File: src/rtl/ssd_scan_pkg.sv
// Shared types and constants for the multiplexed 14-segment display scanner.
// Optional PWM dimming is enabled by defining SSD_SCAN_DIM_EN.
package ssd_scan_pkg;

    localparam int unsigned NUM_DIGITS = 4;
    localparam int unsigned SEG_W      = 15;
    localparam int unsigned CNT_W      = 16;

    localparam logic [SEG_W-1:0]      SEG_OFF = '1;
    localparam logic [NUM_DIGITS-1:0] CTL_OFF = '1;

    typedef enum logic {
        ST_BLANK,
        ST_DRIVE
    } scan_state_e;

    function automatic logic [NUM_DIGITS-1:0] digit_sel(input logic [1:0] idx);
        return ~(NUM_DIGITS'(1) << idx);
    endfunction

endpackage

File: src/rtl/ssd_pattern_regs.sv
// Shadow/active segment pattern registers; a pending commit copies shadow to
// active on the frame boundary so a frame never shows a mixed pattern set.
module ssd_pattern_regs
    import ssd_scan_pkg::*;
(
    input  logic                              clk,
    input  logic                              rst,
    input  logic                              wr_en,
    input  logic [1:0]                        wr_addr,
    input  logic [SEG_W-1:0]                  wr_data,
    input  logic                              commit,
    input  logic                              frame,
    output logic                              commit_pend,
    output logic [NUM_DIGITS-1:0][SEG_W-1:0]  active
);

    logic [NUM_DIGITS-1:0][SEG_W-1:0] shadow;

    // Non-blocking copy takes the pre-write shadow when a write coincides.
    always_ff @(posedge clk or posedge rst) begin
        if (rst) begin
            shadow      <= '0;
            active      <= '0;
            commit_pend <= 1'b0;
        end else begin
            if (wr_en) begin
                shadow[wr_addr] <= wr_data;
            end
            if (frame && (commit_pend || commit)) begin
                active      <= shadow;
                commit_pend <= 1'b0;
            end else if (commit) begin
                commit_pend <= 1'b1;
            end
        end
    end

endmodule

File: src/rtl/ssd_scan_ctrl.sv
// 4-digit multiplexed segment display scanner with blanking dead time.
// Define SSD_SCAN_DIM_EN to compile in 8-step PWM dimming via bright.
module ssd_scan_ctrl
    import ssd_scan_pkg::*;
#(
    parameter int unsigned DWELL_CYC = 40000,
    parameter int unsigned BLANK_CYC = 400
) (
    input  logic                  clk,
    input  logic                  rst,
    input  logic                  en,
    input  logic                  wr_en,
    input  logic [1:0]            wr_addr,
    input  logic [SEG_W-1:0]      wr_data,
    input  logic                  commit,
    input  logic [NUM_DIGITS-1:0] dig_en,
    input  logic [2:0]            bright,
    output logic [SEG_W-1:0]      ssd_out,
    output logic [NUM_DIGITS-1:0] ssd_ctl,
    output logic                  frame_tick,
    output logic                  commit_pend
);

    localparam logic [CNT_W-1:0] DWELL_LAST = CNT_W'(DWELL_CYC - 1);
    localparam logic [CNT_W-1:0] BLANK_LAST = CNT_W'(BLANK_CYC - 1);

    scan_state_e                      state, state_nxt;
    logic [CNT_W-1:0]                 cnt, cnt_nxt;
    logic [1:0]                       idx, idx_nxt;
    logic                             boundary;
    logic                             lit;
    logic [NUM_DIGITS-1:0][SEG_W-1:0] active;

    ssd_pattern_regs u_regs (
        .clk         (clk),
        .rst         (rst),
        .wr_en       (wr_en),
        .wr_addr     (wr_addr),
        .wr_data     (wr_data),
        .commit      (commit),
        .frame       (boundary),
        .commit_pend (commit_pend),
        .active      (active)
    );

    always_ff @(posedge clk or posedge rst) begin
        if (rst) begin
            state <= ST_BLANK;
            cnt   <= '0;
            idx   <= '0;
        end else begin
            state <= state_nxt;
            cnt   <= cnt_nxt;
            idx   <= idx_nxt;
        end
    end

    always_comb begin
        state_nxt = state;
        cnt_nxt   = cnt + CNT_W'(1);
        idx_nxt   = idx;
        boundary  = 1'b0;
        if (!en) begin
            state_nxt = ST_BLANK;
            cnt_nxt   = '0;
            idx_nxt   = '0;
        end else begin
            case (state)
                ST_BLANK: begin
                    if (cnt == BLANK_LAST) begin
                        state_nxt = ST_DRIVE;
                        cnt_nxt   = '0;
                    end
                end
                ST_DRIVE: begin
                    if (cnt == DWELL_LAST) begin
                        state_nxt = ST_BLANK;
                        cnt_nxt   = '0;
                        idx_nxt   = idx + 2'd1;
                        boundary  = (idx == 2'd3);
                    end
                end
                default: begin
                    state_nxt = ST_BLANK;
                    cnt_nxt   = '0;
                end
            endcase
        end
    end

`ifdef SSD_SCAN_DIM_EN
    logic [2:0] phase;

    // Phase restarts at 0 on every DRIVE entry because BLANK clears it.
    always_ff @(posedge clk or posedge rst) begin
        if (rst) begin
            phase <= '0;
        end else if (en && state == ST_DRIVE) begin
            phase <= phase + 3'd1;
        end else begin
            phase <= '0;
        end
    end

    assign lit = (phase <= bright);
`else
    logic unused_bright;
    assign unused_bright = ^bright;
    assign lit           = 1'b1;
`endif

    // Outputs are registered from the current state, so they trail it by one cycle.
    always_ff @(posedge clk or posedge rst) begin
        if (rst) begin
            ssd_out    <= SEG_OFF;
            ssd_ctl    <= CTL_OFF;
            frame_tick <= 1'b0;
        end else begin
            frame_tick <= boundary;
            if (en && state == ST_DRIVE) begin
                ssd_out <= ~active[idx];
                ssd_ctl <= (dig_en[idx] && lit) ? digit_sel(idx) : CTL_OFF;
            end else begin
                ssd_out <= SEG_OFF;
                ssd_ctl <= CTL_OFF;
            end
        end
    end

endmodule

File: config.mk
export PLATFORM = sky130hd
export DESIGN_NAME = ssd_scan_ctrl
export DESIGN_NICKNAME = d
export VERILOG_FILES = /design/src/rtl/ssd_scan_pkg.sv /design/src/rtl/ssd_pattern_regs.sv /design/src/rtl/ssd_scan_ctrl.sv
export SDC_FILE = /design/constraint.sdc
export NUM_CORES = 1
export LEC_CHECK = 0
export CORE_UTILIZATION = 60
export DETAILED_ROUTE_END_ITERATION = 10
export PLACE_DENSITY_LB_ADDON = 0.2
export SYNTH_ARGS = -nofsm -noshare
export SYNTH_HDL_FRONTEND = slang
export SYNTH_SLANG_ARGS = --single-unit
File: constraint.sdc
create_clock -name clk -period 13.7 [get_ports clk]
set_input_delay 2.74 -clock clk [delete_from_list [all_inputs] [get_ports clk]]
set_output_delay 2.74 -clock clk [all_outputs]
set_load 0.03 [all_outputs]
==> results.rst, run 1 <==
.. list-table::
   :header-rows: 1

   * - Metric
     - Value
   * - Result of the run
     - finished clean
   * - Power density cells
     - 143 mW/mm^2
   * - Worst clock skew
     - 8.03 ps
   * - Latest clock arrival within the worst-skew pair
     - between 500 and 600 ps
   * - Max-Slew Margin vs Limit
     - 28.7%
   * - Total placed instance area
     - 0.00706 sq mm
   * - FF+latch count, synth
     - 160
   * - Mean post-synth cell area
     - 15.2 sq um
   * - Leak Pwr
     - 3.39 nW
   * - Final wirelength
     - 11,800 microns
   * - Combined area of the multi-input logic cells
     - 0.00234 sq mm
   * - Number of input and output port buffers inserted
     - 46
   * - Horiz. Die Dim
     - 106 microns
   * - Post-CTS clock slew at the launch and capture registers of the worst setup and hold paths
     - 60 ps
   * - Count of maximum capacitance violations
     - 0
   * - Post-route antenna net violation count
     - 0
   * - Element type at the critical path start
     - input port
   * - Total CTS buffers
     - 17
   * - Floorplan die area
     - 0.0113 sq mm
   * - Total routing usage reported by global routing
     - 23.5%
   * - Syn-to-layout area delta
     - 18.8%
   * - Worst setup EP type
     - flop
   * - Leading cell types in the layout, fill and taps excluded
     - dfrtp_1 (141), mux2_2 (120), clkdlybuf4s50_1 (46)
   * - Number of buffers inserted by post-CTS setup repair
     - 0
   * - Clock tree root driver cell
     - clkbuf_8
   * - Boundary Pins
     - 50
   * - Wire length of the first global-routing pass
     - 19,600 microns
   * - Peak VDD IR
     - 0.000129 V
   * - Max Fanout on Critical Path
     - 60
   * - Clock Sinks
     - 160
   * - Number of buffers between clock root and the deepest sink
     - 2
   * - DR vias/cell
     - 5.71
   * - Share of cells above drive strength 1
     - 39.6%
   * - Number of global-route vias before repair
     - 3,845
   * - Most common cell after layout, fill and taps aside
     - dfrtp_1
   * - Weighted congestion reported at the end of routability-driven placement
     - 0.767
   * - Synthesized cell area
     - 0.00650 sq mm
   * - Unrepaired setup endpoints after global routing
     - false
   * - CTS-repair resized insts
     - 0
   * - Fill cell count
     - 683
   * - Antenna violations before repair
     - 0
   * - Slew @ Worst Pin
     - about 1100 ps
   * - Smallest hold slack
     - 501 ps
   * - Number of nets in the layout
     - 511
   * - Final cell area excluding filler cells
     - around 0.0077 sq mm
   * - Final hold violation count
     - 0
   * - Clock tree from TritonCTS
     - built
   * - Fraction of the cycle the final worst path needs
     - 37.2%
   * - Largest net degree at the start of global routing
     - between 80 and 90
   * - Sum of negative setup slack
     - 0 ps
   * - Final critical delay including setup and external delays
     - 5100 ps
   * - Reg area
     - 0.00403 sq mm
   * - Remaining global-route overflow
     - 0
   * - Count of vias placed by the detailed router
     - 3,572
   * - Kind of critical path
     - input port to flop
   * - Number of inserted diodes
     - 0
   * - Core area
     - around 0.010 sq mm
   * - Post-synthesis cell type count
     - 29
   * - Total count of max-transition violations in the final report
     - 0
   * - Hold buffer count at CTS
     - 0
   * - Placed cells
     - 594
   * - Achievable clock frequency
     - 196 MHz
   * - Total setup violations reported at the end of the flow
     - 0
   * - Worst EP arrival
     - 5500 ps
   * - Count of unresolved DRC violations after routing
     - 0
   * - DR pass1 iterations
     - 4
   * - Post-detail-place hpwl
     - 6890 microns
   * - Deepest level of the CTS H-tree
     - 4
   * - Critical path data required time
     - 14,110 ps
   * - Number of standard cells after synthesis
     - roughly 430
   * - Yosys warning count
     - 0
   * - Effective utilization at floorplan
     - between 60% and 70%
   * - Core Rows
     - 37
   * - Number of standard cells in the final layout excluding fillers
     - approximately 630
   * - Post-Synthesis Net Count
     - 461
   * - Violation count after the first detailed-route iteration
     - roughly 120
   * - Worst hold path type
     - flop to flop
   * - Sequential area share after synthesis
     - 61.9%
   * - Vertical extent of the die
     - 106 microns
   * - Routed wire per std cell
     - 18.8 microns
[flip-flops by register name, indices dropped and copies added, names as in the netlist]
| register | cells |
|---|---|
| u_regs.shadow | 60 |
| ssd_ctl | 4 |
| idx | 2 |
| ssd_out | 15 |
| u_regs.commit_pend | 1 |
| u_regs.active | 60 |
| frame_tick | 1 |
| state | 1 |
| cnt | 16 |
[path summary, 6_finish.rpt]
kind	depth (start not counted)	to	slack, ps	from
worst max-delay path	6	u_regs.active[13]	8600	en
worst min-delay path	1	u_regs.active[54]	500	u_regs.shadow[54]
worst max register to register	5	u_regs.active[13]	10660	cnt[13]
worst min register to register	1	u_regs.active[54]	500	u_regs.shadow[54]
max in group asynchronous	3	cnt[4]	9510	rst
min in group asynchronous	2	u_regs.shadow[27]	2710	rst
[per-stage QoR]
step | worst slack [ps] | util [%] | power [W]
2_1_floorplan | 6670 | - | 0.000569
6_report | 8600 | 74.2 | 0.00111
3_3_place_gp | 8110 | 67.8 | 0.000586
5_1_grt | 8490 | 74.2 | 0.00114
3_5_place_dp | 8090 | 67.8 | 0.000593
4_1_cts | 8610 | 74.2 | 0.00112
[cell type report]
type | instances | share of cell area [%]
Clock inverter | 14 | 3.06
Clock buffer | 18 | 5.54
Sequential cell | 160 | 52.1
Tap cell | 136 | 2.20
Inverter | 8 | 0.454
Multi-Input combinational cell | 241 | 30.4
Timing Repair Buffer | 49 | 6.25
[critical path, cell delays in order]
cell,delay (ps)
clkdlybuf4s50_1,500
and2_1,720
nand2_1,240
nor3_4,150
buf_4,680
mux2_2,420
[cell families (layout without fill, tap and decap cells)]
family / count (synthesis) / after routing / synth area share [%]
compound gates: 2 / 2 / 0.212
mux: 137 / 137 / 26.5
fa+ha+maj: 5 / 5 / 0.962
flops: 160 / 160 / 61.9
xor+xnor: 15 / 15 / 2.02
buf+inv: 26 / 89 / 2.19
simple gates: 82 / 82 / 6.21
[synth_stat cells]
library cell | instances | share of area (%)
dfrtp_1 | 141 | 54
mux2_2 | 120 | 21
nand2_1 | 24 | 1.4
nor2_1 | 24 | 1.4
dfstp_2 | 19 | 7.7
mux4_2 | 16 | 5.5
xnor2_1 | 13 | 1.8
clkbuf_1 | 11 | 0.63
inv_1 | 8 | 0.46
nand3_1 | 7 | 0.54
buf_6 | 6 | 1.0
ha_1 | 5 | 0.96
nand4_1 | 5 | 0.48
nor3_1 | 5 | 0.38
nor4_1 | 5 | 0.48
and2_1 | 2 | 0.19
nand3b_1 | 2 | 0.23
or4_1 | 2 | 0.23
xor2_1 | 2 | 0.27
a211o_1 | 1 | 0.13
a21oi_1 | 1 | 0.077
and3_1 | 1 | 0.096
buf_1 | 1 | 0.058
mux2i_1 | 1 | 0.15
nor3_4 | 1 | 0.25
nor3b_1 | 1 | 0.12
or3_1 | 1 | 0.096
or4_4 | 1 | 0.17
or4bb_1 | 1 | 0.17
[power by group]
part	total (W)	internal [W]	switching [W]	leakage (nW)
registers	0.000524	0.000507	0.0000170	2.03
clock network	0.000522	0.000338	0.000184	0.321
logic	0.0000605	0.0000346	0.0000260	1.04
total	0.00111	0.000879	0.000227	3.39
[per-layer routing]
metal	global-route usage [%]	vias up	part of all wire [%]
met5	0	-	0
met4	8.63	0	1.9
met3	6.68	24	3.5
met2	38.0	72	51
met1	30.6	1861	44
li1	-	1615	-
Power figures use the tool's default switching activity.
==> inputs of run 2 (changes only) <==
CORE_UTILIZATION = 52   (was 60)
clock period = 4.4 ns   (was 13.7 ns; I/O delays follow)
==> run 2 against run 1 <==
Sequential power rose to 3.1 times the previous value. First-iteration DRC count rose by 13%. Global-route usage fell by 3.2 points. Critical path depth fell by 1. Via count fell by 1.4%. Worst setup slack got worse by 6900 ps. Critical path type is now flop to flop. Largest power group unchanged.
==> results.rst, run 2 (synthesis gave the netlist of run 1 again) <==
.. list-table::
   :header-rows: 1

   * - Metric
     - Value
   * - Result of the run
     - finished clean
   * - Number of inserted diodes
     - 0 (unchanged)
   * - Peak VDD IR
     - 0.000248 V (+92%)
   * - Horiz. Die Dim
     - 114 microns (+7.3%)
   * - Final design utilization
     - 64.2% (-9.9 points)
   * - Unrepaired setup endpoints after global routing
     - false
   * - Worst hold path type
     - flop to flop
   * - Part of the total power dissipated in sequential elements
     - 49.1% (+1.7 points)
   * - Most common cell after layout, fill and taps aside
     - dfrtp_1
   * - Total count of max-transition violations in the final report
     - 0 (unchanged)
   * - Total CTS buffers
     - 17 (unchanged)
   * - Largest net degree at the start of global routing
     - 68 (-19%)
   * - Number of cells on the worst hold path
     - 1 (unchanged)
   * - Proportion of total power due to net switching
     - 20.5% (-0.075 points)
   * - Wire length of the first global-routing pass
     - 19,600 microns (-0.10%)
   * - Reg2Reg Depth
     - 5 (unchanged)
   * - Net switching component of the power
     - 0.000678 W (+200%)
   * - Logic gate share of total power
     - 5.7% (+0.2 points)
   * - Clock tree from TritonCTS
     - built
   * - DR pass1 iterations
     - 4 (unchanged)
   * - Final wirelength
     - 11,300 microns (-3.6%)
   * - Number of global-route vias before repair
     - 3,799 (-1.2%)
   * - Critical path data required time
     - 4700 ps (-9410 ps)
   * - Worst EP arrival
     - 3010 ps (-2490 ps)
   * - Clock Sinks
     - 160 (unchanged)
   * - Leak Pwr
     - 3.39 nW (about the same)
   * - Core area
     - 0.0121 sq mm (+16%)
   * - Internal reg-to-reg setup slack
     - 1690 ps (-8970 ps)
   * - Achievable clock frequency
     - 368 MHz
   * - Number of buffers between clock root and the deepest sink
     - 2 (unchanged)
   * - Number of nets in the layout
     - 515 (+0.78%)
   * - Worst-path cell chain
     - or4_1, or4_4, nor3_4, buf_12, mux2_2
   * - Weighted congestion reported at the end of routability-driven placement
     - 0.750 (-2.2%)
   * - Clock tree root driver cell
     - clkbuf_16
   * - Post-CTS clock slew at the launch and capture registers of the worst setup and hold paths
     - 60 ps (about the same)
   * - Antenna violations before repair
     - 0 (unchanged)
   * - Final hold violation count
     - 0 (unchanged)
   * - Delay-heaviest family, CP
     - simple AND/OR/NAND/NOR gates
   * - Capture point of the worst reg-to-reg path
     - u_regs.active[6]
   * - CTS-repair resized insts
     - 0 (unchanged)
   * - Fraction of the cycle the final worst path needs
     - 61.7%
   * - Post-detail-place hpwl
     - 6800 microns (-1.4%)
   * - R2R Path Start
     - cnt[13]
   * - Count of buffer and inverter cells on the critical path
     - 1 (-1)
   * - DR vias/cell
     - 5.32 (-6.8%)
   * - Worst setup EP type
     - flop
   * - Post-route antenna net violation count
     - 0 (unchanged)
   * - Final critical delay including setup and external delays
     - 2710 ps
   * - Number of buffers inserted by post-CTS setup repair
     - 0 (unchanged)
   * - Deepest level of the CTS H-tree
     - 4 (unchanged)
   * - Syn-to-layout area delta
     - 19.6%
   * - Leading cell types in the layout, fill and taps excluded
     - dfrtp_1 (141), mux2_2 (120), clkdlybuf4s50_1 (46)
   * - Largest registers in the final layout
     - u_regs.active x60, u_regs.shadow x60, cnt x16
   * - Endpoint with the worst hold slack
     - cnt[0]
   * - Kind of critical path
     - flop to flop
   * - Share of cells above drive strength 1
     - 39.9% (+0.29 points)
   * - Clock network fraction of design power
     - 45.2% (-2.0 points)
   * - Hold buffer count at CTS
     - 0 (unchanged)
   * - Worst clock skew
     - 5.48 ps (-2.54 ps)
   * - Number of input and output port buffers inserted
     - 46 (unchanged)
   * - Count of unresolved DRC violations after routing
     - 0 (unchanged)
   * - Min-delay src
     - cnt[0]
   * - Power density cells
     - 426 mW/mm^2 (+200%)
   * - Slew @ Worst Pin
     - 1010 ps (-52.6 ps)
   * - Routed wire per std cell
     - 17.1 microns (-8.8%)
   * - Core Rows
     - 40 (+8.1%)
   * - Violation count after the first detailed-route iteration
     - 137 (+13%)
   * - Latest clock arrival within the worst-skew pair
     - 420 ps (-110 ps)
   * - Sum of negative setup slack
     - 0 ps (unchanged)
   * - Count of maximum capacitance violations
     - 0 (unchanged)
   * - Max-Slew Margin vs Limit
     - 32.2% (+3.5 points)
   * - Vertical extent of the die
     - 114 microns (+7.3%)
   * - Slowest stage cell, crit path
     - or4_1
   * - Total routing usage reported by global routing
     - 20.4% (-3.2 points)
   * - Boundary Pins
     - 50 (unchanged)
   * - Floorplan die area
     - 0.0130 sq mm (+15%)
   * - Element type at the critical path start
     - flop
   * - Count of vias placed by the detailed router
     - 3,521 (-1.4%)
   * - Total setup violations reported at the end of the flow
     - 0 (unchanged)
   * - Internal portion of total power
     - 0.00264 W (+200%)
   * - Max Fanout on Critical Path
     - 60 (unchanged)
   * - Effective utilization at floorplan
     - 53.7% (-8.7 points)
   * - Slowest stage delay, CP
     - 590 ps (-130 ps)
   * - Remaining global-route overflow
     - 0 (unchanged)
-- run 2: worst reg2reg max path: stages, from the launching register on --
cell and delay (ps):
dfrtp_1 420, or4_1 600, or4_4 570, nor3_4 230
buf_12 320, mux2_2 460
-- run 2: routing by layer --
layer | vias to the layer above | track usage, % | wire length [microns]
met5 | - | 0 | 0
met2 | 53 | 33.9 | 5710
li1 | 1622 | - | -
met3 | 15 | 4.41 | 312
met4 | 0 | 8.31 | 166
met1 | 1831 | 26.1 | 5150
-- run 2: worst max-delay path by stage --
stage               slack (ps)  cells past startpoint  startpoint                 to
floorplan                 1510                      1         rst             cnt[0]
global placement          1450                      7          en  u_regs.active[23]
detailed placement        1410                      7          en  u_regs.active[42]
CTS                       1700                      5     cnt[13]   u_regs.active[6]
global route              1620                      5     cnt[13]  u_regs.active[32]
finish                    1690                      5     cnt[13]   u_regs.active[6]
-- run 2: layout make-up --
type,count,area (sq um)
timing repair buffer,53,551
clock inverter,10,133
clock buffer,22,484
tap,168,210
inverter,8,33.8
fill,906,4330
sequential,160,4030
multi-input combinational,241,2340
-- run 2: power by group through the flow --
stage          Clock, W  Combinational (W)  Sequential, W
2_1_floorplan         0           0.000133        0.00164
3_3_place_gp          0           0.000185        0.00164
3_5_place_dp          0           0.000193        0.00165
4_1_cts         0.00152           0.000195        0.00163
5_1_grt         0.00159           0.000211        0.00164
6_report        0.00150           0.000189        0.00163
-- run 2: stage by stage --
step	power, W	cells	cell area [sq um]	hold slack (ps)	setup slack [ps]
final	0.00332	662	7780	496	1690
after global routing	0.00345	662	7780	507	1620
after CTS	0.00335	662	7780	501	1700
after detailed placement	0.00185	630	7160	486	1410
after global placement	0.00183	630	7160	469	1450
after floorplan	0.00177	427	6510	455	1510
